===== config.mk =====
export PLATFORM = sky130hd
export DESIGN_NAME = fetch_stage
export DESIGN_NICKNAME = d
export VERILOG_FILES = /design/src/rtl/fetch_stage.sv
export SDC_FILE = /design/constraint.sdc
export NUM_CORES = 1
export LEC_CHECK = 0
export ABC_AREA = 1
export BUFFER_PORTS_ARGS = -buffer_cell sky130_fd_sc_hd__buf_2
export CAP_MARGIN = 40
export CORE_MARGIN = 4
export CORE_UTILIZATION = 44
export DETAILED_ROUTE_END_ITERATION = 7
export HOLD_SLACK_MARGIN = 0.02
export MAX_ROUTING_LAYER = met4
export PLACE_DENSITY_LB_ADDON = 0.2
export SLEW_MARGIN = 30
export SYNTH_ARGS = -nofsm -noshare
export SYNTH_HDL_FRONTEND = slang
export SYNTH_SLANG_ARGS = --single-unit

===== constraint.sdc =====
create_clock -name clk -period 3 [get_ports clk]
set_clock_uncertainty 0.05 [all_clocks]
set_input_delay 0.15 -clock clk [delete_from_list [all_inputs] [get_ports clk]]
set_output_delay 0.15 -clock clk [all_outputs]
set_load 0.005 [all_outputs]

===== src/rtl/fetch_stage.sv =====
// Instruction-fetch stage: PC register, variable-latency imem request, IF/ID register.
// Latency: zero-wait memory delivers the word fetched in cycle N into IF/ID on edge N+1.
// Backpressure: StallF parks a returning word in HOLD; StallD freezes IF/ID; no request while holding.
module fetch_stage #(
  parameter logic [31:0] RESET_PC  = 32'h0000_0000,
  parameter logic [31:0] NOP_INSTR = 32'h0000_0000
) (
  input  logic        clk,
  input  logic        rst_n,
  input  logic [31:0] PCin,
  input  logic        RedirectD,
  input  logic        StallF,
  input  logic        StallD,
  input  logic        FlushD,
  input  logic        ImemValid,
  input  logic [31:0] ImemRdata,
  output logic        ImemReq,
  output logic [31:0] ImemAddr,
  output logic [31:0] PCF,
  output logic [31:0] PCPlus4F,
  output logic [31:0] InstrD,
  output logic [31:0] PCPlus4D,
  output logic        ValidD,
  output logic        FetchBusy
);

  // FETCH: request outstanding; HOLD: word parked during a stall;
  // DISCARD: outstanding request belongs to a squashed path.
  typedef enum logic [1:0] {
    FETCH   = 2'd0,
    HOLD    = 2'd1,
    DISCARD = 2'd2
  } state_t;

  state_t      state_q, state_d;
  logic [31:0] pc_q, pc_d;
  logic [31:0] instr_buf_q, instr_buf_d;
  logic [31:0] pend_pc_q, pend_pc_d;
  logic [31:0] ifid_instr_q, ifid_instr_d;
  logic [31:0] ifid_pc4_q, ifid_pc4_d;
  logic        ifid_vld_q, ifid_vld_d;

  logic        redirect;
  logic        deliver;
  logic [31:0] instr_f;

  // A redirect is only honoured when the PC is allowed to move.
  assign redirect  = RedirectD && !StallF;
  assign deliver   = !StallF && (((state_q == FETCH) && ImemValid) || (state_q == HOLD));
  assign instr_f   = (state_q == HOLD) ? instr_buf_q : ImemRdata;

  assign ImemReq   = rst_n && (state_q != HOLD);
  assign ImemAddr  = pc_q;
  assign PCF       = pc_q;
  assign PCPlus4F  = pc_q + 32'd4;
  assign FetchBusy = ImemReq && !ImemValid;
  assign InstrD    = ifid_instr_q;
  assign PCPlus4D  = ifid_pc4_q;
  assign ValidD    = ifid_vld_q;

  // Next-state logic for the fetch FSM, PC, parked word and pending redirect target.
  always_comb begin
    state_d     = state_q;
    pc_d        = pc_q;
    instr_buf_d = instr_buf_q;
    pend_pc_d   = pend_pc_q;
    case (state_q)
      FETCH: begin
        if (ImemValid) begin
          if (!StallF) begin
            pc_d = PCin;
          end else begin
            instr_buf_d = ImemRdata;
            state_d     = HOLD;
          end
        end else if (redirect) begin
          pend_pc_d = PCin;
          state_d   = DISCARD;
        end
      end
      HOLD: begin
        if (!StallF) begin
          pc_d    = PCin;
          state_d = FETCH;
        end
      end
      DISCARD: begin
        // Newest redirect target wins, including one arriving with the stale data.
        if (redirect) begin
          pend_pc_d = PCin;
        end
        if (ImemValid) begin
          pc_d    = redirect ? PCin : pend_pc_q;
          state_d = FETCH;
        end
      end
      default: state_d = FETCH;
    endcase
  end

  // IF/ID next value: flush beats stall beats load; no delivery means a bubble.
  always_comb begin
    ifid_instr_d = ifid_instr_q;
    ifid_pc4_d   = ifid_pc4_q;
    ifid_vld_d   = ifid_vld_q;
    if (FlushD) begin
      ifid_instr_d = NOP_INSTR;
      ifid_pc4_d   = 32'd0;
      ifid_vld_d   = 1'b0;
    end else if (StallD) begin
      ifid_instr_d = ifid_instr_q;
    end else if (deliver) begin
      ifid_instr_d = instr_f;
      ifid_pc4_d   = PCPlus4F;
      ifid_vld_d   = 1'b1;
    end else begin
      ifid_instr_d = NOP_INSTR;
      ifid_pc4_d   = 32'd0;
      ifid_vld_d   = 1'b0;
    end
  end

  // State registers with synchronous reset; reset abandons any in-flight fetch.
  always_ff @(posedge clk) begin
    if (!rst_n) begin
      state_q      <= FETCH;
      pc_q         <= RESET_PC;
      instr_buf_q  <= 32'd0;
      pend_pc_q    <= 32'd0;
      ifid_instr_q <= NOP_INSTR;
      ifid_pc4_q   <= 32'd0;
      ifid_vld_q   <= 1'b0;
    end else begin
      state_q      <= state_d;
      pc_q         <= pc_d;
      instr_buf_q  <= instr_buf_d;
      pend_pc_q    <= pend_pc_d;
      ifid_instr_q <= ifid_instr_d;
      ifid_pc4_q   <= ifid_pc4_d;
      ifid_vld_q   <= ifid_vld_d;
    end
  end

endmodule


-- Word-level counts from Yosys, hierarchy flattened
Index checks and enable logic that the tools add are counted.
- output and inout port bits: 163
- input port bits: 71
- register bits after elaboration: 163
- word-level logic and storage cells: 51
- add/sub/neg operators: 1
- eq/ne operators: 9
- bitwise operators: 1
- muxes and demuxes: 17
- reduce and logical (&&, ||, !) cells: 16
- operators by type and width (operator ; number):
    $mux 32 ; 8
    $pmux 32 s3 ; 1
    $pmux 32 s2 ; 1
    $add 32x3->32 const B ; 1
    $mux 2 ; 5
    $ne 2x2->1 const B ; 4
    $ne 3x3->1 const B ; 2
    $pmux 2 s3 ; 1
    $reduce_and 3->1 ; 2
    $logic_and 1x1->1 ; 5
    $reduce_and 4->1 ; 1
    $reduce_bool 3->1 ; 1
    $eq 2x1->1 const B ; 1
    $eq 2x2->1 const B ; 1
    $logic_not 1->1 ; 2
    $logic_not 2->1 ; 1
    $ne 2x1->1 const B ; 1
    $reduce_and 2->1 ; 1
    $reduce_bool 2->1 ; 1
    $reduce_or 2->1 ; 1
    $logic_or 1x1->1 ; 1
    $mux 1 ; 1
    $not 1->1 ; 1

-- Logic depth before layout (Yosys ltp)
Gate-level depths: netlist (run 1).
- depth after elaboration: 5
- depth in mapped cells: 10
- depth with buffers taken out: 10

-- Worst setup path before layout (run 1)
Ideal clock, no wire load.
- path kind: register to register
- from: register pc_q[2], in the netlist ImemAddr[2]
- to: register ifid_pc4_q[18], in the netlist PCPlus4D[18]
- cell stages (with the launch flop): 9
- data required time: 2880 ps
- slack: 1453 ps
- library setup time: 70 ps
- arrival: 1426 ps
- clock period less this slack: 1547 ps
- buffers on the path: 0
- cells stage by stage: dfxtp_1 > ha_1 > nand2_1 > nor2_1 > nand2_1 > nor2_2 > xor2_1 > nand2_1 > a21oi_1
- longest elaborated chain between the ends: 2
- RTL lines (what ; line ; RTL):
    start: declaration ; 36 ; logic [31:0] pc_q, pc_d;
    start signal: assignment ; 135 ; pc_q <= pc_d;
    $add 32x3->32 ; 55 ; assign PCPlus4F = pc_q + 32'd4;
    via PCPlus4F[18] ; 20 ; output logic [31:0] PCPlus4F,
    $mux 32 ; 112 ; end else if (deliver) begin
    end signal: assignment ; 139 ; ifid_pc4_q <= ifid_pc4_d;
    end: declaration ; 40 ; logic [31:0] ifid_pc4_q, ifid_pc4_d;
The timed path passes the listed nets, and every way through them passes these cells.
A chain may end at the register's enable or synchronous reset.

-- Worst setup path in the final report (run 1)
- from: register state_q[0]
- to: output FetchBusy
- longest elaborated chain between the ends: 3
- RTL lines (what ; line ; RTL):
    start: declaration ; 35 ; state_t state_q, state_d;
    start signal: assignment ; 134 ; state_q <= state_d;
    $ne 2x1->1 ; 52 ; assign ImemReq = rst_n && (state_q != HOLD);
    $logic_and 1x1->1 ; 52 ;
    $logic_and 1x1->1 ; 56 ; assign FetchBusy = ImemReq && !ImemValid;
    end: declaration ; 24 ; output logic FetchBusy
Every way passes these cells.

==> results of run 1 <==
## metrics by stage
step           power (mW)  hold WS, ns  instance area (sq um)  worst slack (ns)
2_1_floorplan        3.10        0.235                   7760              1.45
3_3_place_gp         3.42        0.341                   8710             0.416
3_5_place_dp         3.44        0.352                   8750             0.774
4_1_cts              5.80       0.0538                  10000             0.369
5_1_grt              6.03       0.0724                  10000             0.168
6_report             5.76       0.0854                  10000             0.377
## critical path, cell delays in order (launching register included)
cell and delay [ns]:
dfxtp_1 0.51, nand2_2 0.35, inv_1 0.64, buf_4 0.31
nor3_1 0.06, buf_2 0.13
## path summary, 6_finish.rpt
path	start	to	slack (ns)	depth (start not counted)
max	state_q[0]	FetchBusy	0.38	5
min reg2reg	instr_buf_q[31]	instr_buf_q[31]	0.40	2
min	RedirectD	pend_pc_q[23]	0.09	3
max reg2reg	state_q[0]	InstrD[25]	0.75	7
## registers in the layout, indices dropped and copies added, names as in the netlist
register	count
ImemAddr	32
InstrD	32
PCPlus4D	32
instr_buf_q	32
pend_pc_q	32
state_q	2
ValidD	1
## power by group through the flow
stage / Clock, mW / Combinational, mW / Sequential [mW]
global placement: 0 / 0.881 / 2.54
finish: 2.29 / 0.973 / 2.50
detailed placement: 0 / 0.904 / 2.54
CTS: 2.33 / 0.974 / 2.49
global route: 2.42 / 1.09 / 2.52
floorplan: 0 / 0.620 / 2.48
## cell families after synthesis
logic type	after synthesis	share of synthesized area [%]
and+or+nand+nor	590	30.3
AOI/OAI and AO/OA	239	16.8
adders and majority gates	1	0.161
DFF	163	42.1
buffers and inverters	135	8.98
xor gates and xnor gates	15	1.69
## final cells by class
| class | count | area [sq um] | share of cell area (%) |
|---|---|---|---|
| multi-input cells | 845 | 3810 | 38.0 |
| flip-flops and latches | 163 | 3260 | 32.6 |
| repair buffers | 311 | 1930 | 19.3 |
| clock inverters | 15 | 191 | 1.91 |
| inverters | 29 | 109 | 1.09 |
| well taps | 225 | 282 | 2.81 |
| clock buffers | 17 | 425 | 4.25 |
## layout by cell type, fill, tap and decap left out, drive strengths merged
| cell type | instances |
|---|---|
| dfxtp | 163 |
| xor2 | 10 |
| clkbuf | 17 |
| a21oi | 70 |
| o21ai | 102 |
| or2 | 1 |
| a31oi | 64 |
| o211ai | 1 |
| bufinv | 3 |
| nor2 | 105 |
| clkinvlp | 4 |
| nor3 | 1 |
| buf | 246 |
| dlygate4sd3 | 65 |
| a211oi | 2 |
| xnor2 | 5 |
| inv | 36 |
| and2 | 5 |
| ha | 1 |
| nand2 | 429 |
| nand3b | 5 |
| clkinv | 1 |
| nand3 | 44 |
## metal layers
metal,part of all wire [%],up-vias
met5,0,-
met4,2.5,0
met3,6.1,38
met2,45,273
met1,47,3667
li1,-,4163
==> flow_summary.toml, run 1 <==
[outcome]
status = "finished, final reports clean"

[route]
drc = 0
drt_iter0_drc = 638
dr.pass1.iters = 5
postRouteAntennaNets = 0
routedWlPerCell_um = 15.1
vias = 8141
viasPerCell = 5.07
wl_um = 24200

[cts]
cts_tree = "yes"
cts_buffers = 17
insertion_delay_ns = 0.43
clk_pin_slew_ns = 0.07
cts_buffer_depth = 2
cts_max_level = 4
ctsResizeCount = 0
holdBufCountCts = 65
clkSinkCount = 163
cts_root_buffer = "clkbuf_16"
postCtsSetupBuffers = 0

[worst_setup_path]
required_ns = 2.80
crit_arrival_ns = 2.42
critPathKind = "register to output port"
startpoint_type = "register"
critPathMaxFanout = 22
worstSetupEndpointType = "output port"

[synth]
synthDistinctLibCells = 29
synthFlopType = "dfxtp_1"
synth.area.top_cells = "dfxtp_1, nand2_1, o21ai_0"
syn-cell-area_sq_um = 7760
syn_inst = 1143
yosysMostFrequentCell = "nand2_1"
async_reset_ff_share_pct = 0
synth_top_area_share_pct = 42.1
synth_area_per_cell_sq_um = 6.79
yosys_warnings = 0
yosys.area.top_type = "dfxtp_1"
seq_area_frac_synth_pct = 42.1
syn_nets = 1215
ys_seq_elements = 163
synthTopCellsByCount = "nand2_1, dfxtp_1, nor2_1, o21ai_0, a21oi_1"
synth_edf_count = 0

[placed_design]
dp.cells = 1508
dp_hpwl_um = 16100
place_congestion = 0.868
io_buffers = 233

[sta]
fin_crit_sh_pct = 87.4
rsz0062_at_grt = "no"
hold_violations = 0
fmax_ghz = 0.381
final.min_clock_period_ns = 2.62
setup_tns_ns = 0
worst_pin_slew_ns = 0.721
setup_viol = 0
slew_headroom_pct = 52.0
drv_slew = 0

[pwr]
power.leakage_nw = 4.61
p_sw_mw = 1.71
p_int_mw = 4.05
seq_power_share_pct = 43.4
ir_drop_mv = 0.465
power.density_nw_per_um2 = 575
p_clk_share_pct = 39.7
power_switching_share_pct = 29.6
pwr-share-comb_pct = 16.9

[global_routing]
grt_first_pass_wirelength_um = 37900
grt_pass1_vias = 7179
grtUsageMet3_pct = 4.55
met2_usage_pct = 36.0
met1_usage_pct = 33.6
grt_max_degree = 67
grt_busiest_layer = "met2"
grt_overflow = 0
antenna_found_initial = 0
grt_usage_pct = 24.2

[floorplan]
ios = 234
die_x_um = 141
die_h_um = 141
initial_core_util_pct = 44.8
coreArea_sq_um = 17300
rows = 48
die_area_sq_um = 19800

[run]
cap_violations = 0

[finish]
final_core_utilization_pct = 57.9
final_cells = 1605
fill_cells = 1687
n_antenna_cell = 0
area_delta_synth_final_pct = 29.1
drive_gt1_share_pct = 21.4
fin_nets = 1439

[min_path]
worstHoldPathType = "input port to register"
(Power assumes the default switching activity.)
==> inputs of run 2 (changes only) <==
--- a/config.mk
+++ b/config.mk
@@ -10,6 +10,7 @@
 export CAP_MARGIN = 40
 export CORE_MARGIN = 4
 export CORE_UTILIZATION = 44
+export CTS_BUF_LIST = sky130_fd_sc_hd__clkbuf_8
 export DETAILED_ROUTE_END_ITERATION = 7
 export HOLD_SLACK_MARGIN = 0.02
 export MAX_ROUTING_LAYER = met4
==> constraint.sdc (replaced) <==
create_clock -name clk -period 3 [get_ports clk]
set_clock_uncertainty 0.05 [all_clocks]
set_input_delay 0.45 -clock clk [delete_from_list [all_inputs] [get_ports clk]]
set_output_delay 0.45 -clock clk [all_outputs]
set_load 0.005 [all_outputs]
==> run 2 against run 1 <==
Via count decreased by 1.9%. Register-to-register slack better by 0.25 ns. First-iteration DRC count rose by 7.5%. Maximum frequency fell by 1.8%. Sequential share of layout area grew 2.6 points. Largest power group unchanged.
==> flow_summary.toml, run 2 (same netlist as run 1, synthesis figures left out) <==
[finish]
final_core_utilization_pct = 53.6
n_antenna_cell = 0
area_delta_synth_final_pct = 19.6
fill_cells = 1782
fin_nets = 1386
drive_gt1_share_pct = 23.2
final_common_cell = "nand2_1"
finish.instance_area_sq_um = 9280
final_cells = 1552
mostFrequentLayoutCells = "nand2_1, buf_2, dfxtp_1"

[route]
vias = 7985
drc = 0
wl_um = 24300
postRouteAntennaNets = 0
routedWlPerCell_um = 15.7
dr.pass1.iters = 6
viasPerCell = 5.14
drt_iter0_drc = 686

[global_routing]
grt_overflow = 0
grt_usage_pct = 24.4
grt_first_pass_wirelength_um = 38000
met2_usage_pct = 36.6
antenna_found_initial = 0
grt_pass1_vias = 7073
grt_busiest_layer = "met2"
grtUsageMet3_pct = 4.27
grt_max_degree = 98
met1_usage_pct = 33.7

[sta]
drv_slew = 0
slew_headroom_pct = 48.3
rsz0062_at_grt = "no"
final.min_clock_period_ns = 2.67
hold_ws_ns = 0.159
worst_pin_slew_ns = 0.773
fmax_ghz = 0.375
fin_crit_sh_pct = 89.0
setup_viol = 0
setup_tns_ns = 0
setup_slack_ns = 0.330
hold_violations = 0

[cts]
cts_tree = "yes"
ctsResizeCount = 0
cts_buffer_depth = 2
postCtsSetupBuffers = 0
cts_root_buffer = "clkbuf_8"
clkSinkCount = 163
cts_buffers = 17
insertion_delay_ns = 0.46
holdBufCountCts = 0
cts_max_level = 4
clk_pin_slew_ns = 0.10

[worst_setup_path]
cpMaxStageDelayCell = "dfxtp_1"
cp_top_family = "simple AND/OR/NAND/NOR gates"
cpPeakStageDelay_ns = 0.42
critPathMaxFanout = 5
worstSetupEndpointType = "output port"
worst-path-buf-inv = 1
path_cells = "ha_1 -> nand2_1 -> nor2_1 -> nand2_1 -> nor2_2 -> nand3_1 -> and2_1 -> buf_2"
required_ns = 2.50
critPathKind = "register to output port"
startpoint_type = "register"
path_common_cell = "nand2_1"
crit_arrival_ns = 2.17

[placed_design]
place_ws_ns = 0.826
dp_hpwl_um = 17000
place_congestion = 0.876
io_buffers = 233
place_area_sq_um = 8820
dp.cells = 1519

[run]
cap_violations = 0

[pwr]
power.leakage_nw = 4.32
p_clk_share_pct = 34.2
ir_drop_mv = 0.275
p_sw_mw = 1.65
seq_power_share_pct = 47.9
power.density_nw_per_um2 = 561
power_switching_share_pct = 31.8
p_int_mw = 3.55
finalPower_mw = 5.21
pwr-share-comb_pct = 17.9

[floorplan]
ios = 234
die_area_sq_um = 19800
initial_core_util_pct = 44.8
die_h_um = 141
coreArea_sq_um = 17300
die_x_um = 141
rows = 48

[outcome]
status = "finished, final reports clean"

[min_path]
worstHoldPathType = "input port to register"
run 2: cell count changes in the layout (fill, tap and decap cells not counted), moves of 2 or more:
cell / change
dlygate4sd3_1: -65
buf_12: +2
clkbuf_16: -17
clkbuf_8: +18
buf_4: +11
clkinvlp_4: -3
clkinv_4: +2
run 2: routing by layer:
layer / part of all wire [%] / vias to the layer above
met4: 2.1 / 0
li1: - / 4045
met5: 0 / -
met3: 6.6 / 33
met2: 45 / 291
met1: 46 / 3616
run 2: worst register-to-register path: cells and delay by family (launching register included):
kind            cells  cell delay [ns]
buf+inv             1             0.32
compound gates      3             0.92
flops               1             0.51
simple gates        1             0.14
run 2: final cells by class:
class / count / area (sq um) / share of cell area, %
repair buffers: 258 / 1380 / 14.9
clock inverters: 14 / 194 / 2.09
clock buffers: 18 / 248 / 2.67
flip-flops and latches: 163 / 3260 / 35.2
well taps: 225 / 282 / 3.03
inverters: 29 / 109 / 1.17
multi-input cells: 845 / 3800 / 41.0
run 2: final timing paths:
check	start	endpoint	slack, ns	cells after the start
hold reg to reg	instr_buf_q[31]	instr_buf_q[31]	0.40	2
hold / removal	ImemRdata[10]	instr_buf_q[10]	0.16	3
setup reg to reg	state_q[0]	ImemAddr[8]	1.00	5
setup / recovery	ImemAddr[3]	PCPlus4F[26]	0.33	8
run 2: power groups by stage:
stage / clock [mW] / sequential (mW) / combinational (mW)
final: 1.78 / 2.49 / 0.931
after global routing: 1.90 / 2.52 / 1.04
after CTS: 1.81 / 2.49 / 0.933
after detailed placement: 0 / 2.54 / 0.929
after global placement: 0 / 2.53 / 0.921
after floorplan: 0 / 2.48 / 0.620
==> inputs of run 3 (changes only) <==
--- a/config.mk
+++ b/config.mk
@@ -5,14 +5,13 @@
 export SDC_FILE = /design/constraint.sdc
 export NUM_CORES = 1
 export LEC_CHECK = 0
-export ABC_AREA = 1
 export BUFFER_PORTS_ARGS = -buffer_cell sky130_fd_sc_hd__buf_2
 export CAP_MARGIN = 40
 export CORE_MARGIN = 4
 export CORE_UTILIZATION = 44
 export CTS_BUF_LIST = sky130_fd_sc_hd__clkbuf_8
 export DETAILED_ROUTE_END_ITERATION = 7
-export HOLD_SLACK_MARGIN = 0.02
+export HOLD_SLACK_MARGIN = 0.06
 export MAX_ROUTING_LAYER = met4
 export PLACE_DENSITY_LB_ADDON = 0.2
 export SLEW_MARGIN = 30
==> run 3 against run 2 <==
Utilization up 0.91 points. Sequential share of layout area up 0.90 points. Setup slack worse by 0.21 ns. Sequential power down 6%. Design area down 2.5%. Register-to-register slack worse by 0.16 ns. Critical path depth down 3. Combinational power down 35%.
==> flow_summary.toml, run 3 <==
[outcome]
status = "finished, final reports clean"

[worst_setup_path]
path_cells = "ha_1 -> and3_1 -> nand4_1 -> xnor2_1 -> buf_2"
cpMaxStageDelayCell = "dfxtp_1"
ff2ff_setup_slack_ns = 0.84
startpoint_type = "register"
required_ns = 2.50
crit_arrival_ns = 2.38
critPathKind = "register to output port"
worstSetupEndpointType = "output port"
reg2reg_to = "PCPlus4D[29]"
critPathMaxFanout = 8
cp_top_family = "simple AND/OR/NAND/NOR gates"
cpPeakStageDelay_ns = 0.51
worst-path-buf-inv = 1
ff2ff_path_depth = 4
reg2reg_from = "ImemAddr[10]"

[floorplan]
initial_core_util_pct = 44.8
die_x_um = 138
die_area_sq_um = 19000
ios = 234
die_h_um = 138
coreArea_sq_um = 16600
rows = 47

[route]
wl_um = 21800
drt_iter0_drc = 473
routedWlPerCell_um = 16.9
vias = 6757
postRouteAntennaNets = 0
drc = 0
dr.pass1.iters = 5
viasPerCell = 5.24

[finish]
mostFrequentLayoutCells = "buf_2, dfxtp_1, nand2_1"
final_core_utilization_pct = 54.6
fin_nets = 1126
fill_cells = 1634
area_delta_synth_final_pct = 21.8
final_common_cell = "buf_2"
finish.instance_area_sq_um = 9050
drive_gt1_share_pct = 31.4
final_cells = 1290

[cts]
insertion_delay_ns = 0.45
cts_root_buffer = "clkbuf_8"
cts_max_level = 4
clk_pin_slew_ns = 0.10
cts_buffer_depth = 2
cts_tree = "yes"
clkSinkCount = 163
cts_buffers = 17
holdBufCountCts = 0

[pwr]
power.density_nw_per_um2 = 518
finalPower_mw = 4.68
ir_drop_mv = 0.514
power.leakage_nw = 4.04

[synth]
syn_nets = 952
synthFlopType = "dfxtp_1"
seq_area_frac_synth_pct = 43.9
synth.area.top_cells = "dfxtp_1, nand2_1, a21oi_1"
synth_area_per_cell_sq_um = 8.44
synthTopCellsByCount = "dfxtp_1, nand2_1, nor2_1, a21oi_1, clkbuf_1"
async_reset_ff_share_pct = 0
syn_inst = 880
ys_seq_elements = 163
synth_edf_count = 0
syn-cell-area_sq_um = 7430
synth_top_area_share_pct = 43.9
yosys_warnings = 0
synthDistinctLibCells = 48
yosys.area.top_type = "dfxtp_1"
yosysMostFrequentCell = "dfxtp_1"

[global_routing]
grt_max_degree = 98
grt_pass1_vias = 6217
grt_first_pass_wirelength_um = 33400
antenna_found_initial = 3
grt_overflow = 0
grt_usage_pct = 23.0

[min_path]
hold_depth = 3
worstHoldPathType = "input port to register"
hp-start = "ImemRdata[8]"
whs_endpoint = "instr_buf_q[8]"

[sta]
fmax_ghz = 0.348
setup_slack_ns = 0.123
fin_crit_sh_pct = 95.9
setup_tns_ns = 0
setup_viol = 0
hold_ws_ns = 0.182
rsz0062_at_grt = "no"
final.min_clock_period_ns = 2.88
drv_slew = 0
worst_pin_slew_ns = 0.802
slew_headroom_pct = 46.5
hold_violations = 0

[placed_design]
place_ws_ns = 0.574
place_congestion = 0.875
io_buffers = 233
dp.cells = 1254
place_area_sq_um = 8590
dp_hpwl_um = 15300

[run]
cap_violations = 0
[run 3: worst reg2reg max path: stages, from the launching register on]
cell     delay [ns]
dfxtp_1        0.53
nand4_4        0.23
or4_4          0.68
or4_1          0.53
nand3_1        0.09
[run 3: how the worst max path moves through the flow]
| stage | startpoint | end | slack (ns) | depth (start not counted) |
|---|---|---|---|---|
| 2_1_floorplan | ImemAddr[6] | PCPlus4F[24] | 0.69 | 6 |
| 3_3_place_gp | ImemAddr[4] | PCPlus4F[29] | 0.65 | 5 |
| 3_5_place_dp | ImemAddr[4] | PCPlus4F[29] | 0.57 | 5 |
| 4_1_cts | ImemAddr[4] | PCPlus4F[29] | 0.06 | 5 |
| 5_1_grt | ImemAddr[10] | PCPlus4F[29] | 0.01 | 5 |
| 6_report | ImemAddr[2] | PCPlus4F[12] | 0.12 | 5 |
[run 3: cells by family (layout without fill, tap and decap cells)]
kind of cell,count (synthesis),count (layout),share of synthesized area (%)
mux,64,64,9.16
flops,163,163,43.9
compound gates,173,173,15.2
simple gates,345,345,21.3
fa+ha+maj,1,1,0.168
buf+inv,110,297,7.46
xor+xnor,24,24,2.83
other cells,0,3,0
[run 3: layout make-up]
class	count	area, sq um	share of cell area [%]
clock inverter	15	194	2.14
timing repair buffer	256	1380	15.3
inverter	9	35.0	0.387
sequential	163	3260	36.1
clock buffer	17	234	2.59
tap	220	275	3.04
antenna	3	7.51	0.0830
multi-input combinational	607	3650	40.4
[run 3: per-layer routing]
metal / share of wire, % / global-route usage (%)
met1: 48 / 31.7
met2: 45 / 34.5
met3: 7.1 / 5.81
met4: 0.71 / 4.50
met5: 0 / -
[run 3: power by group]
group          switching, mW  leakage, nW  total [mW]  internal (mW)
clock network          0.893        0.212        1.74          0.849
logic                  0.338         2.50       0.605          0.267
registers             0.0922         1.33        2.34           2.24
total                   1.32         4.04        4.68           3.36
[run 3: what timing repair did]
action	4_1_cts	5_1_grt
buffers inserted	0	0
endpoints found under the setup margin	0	6
resized for setup	0	2
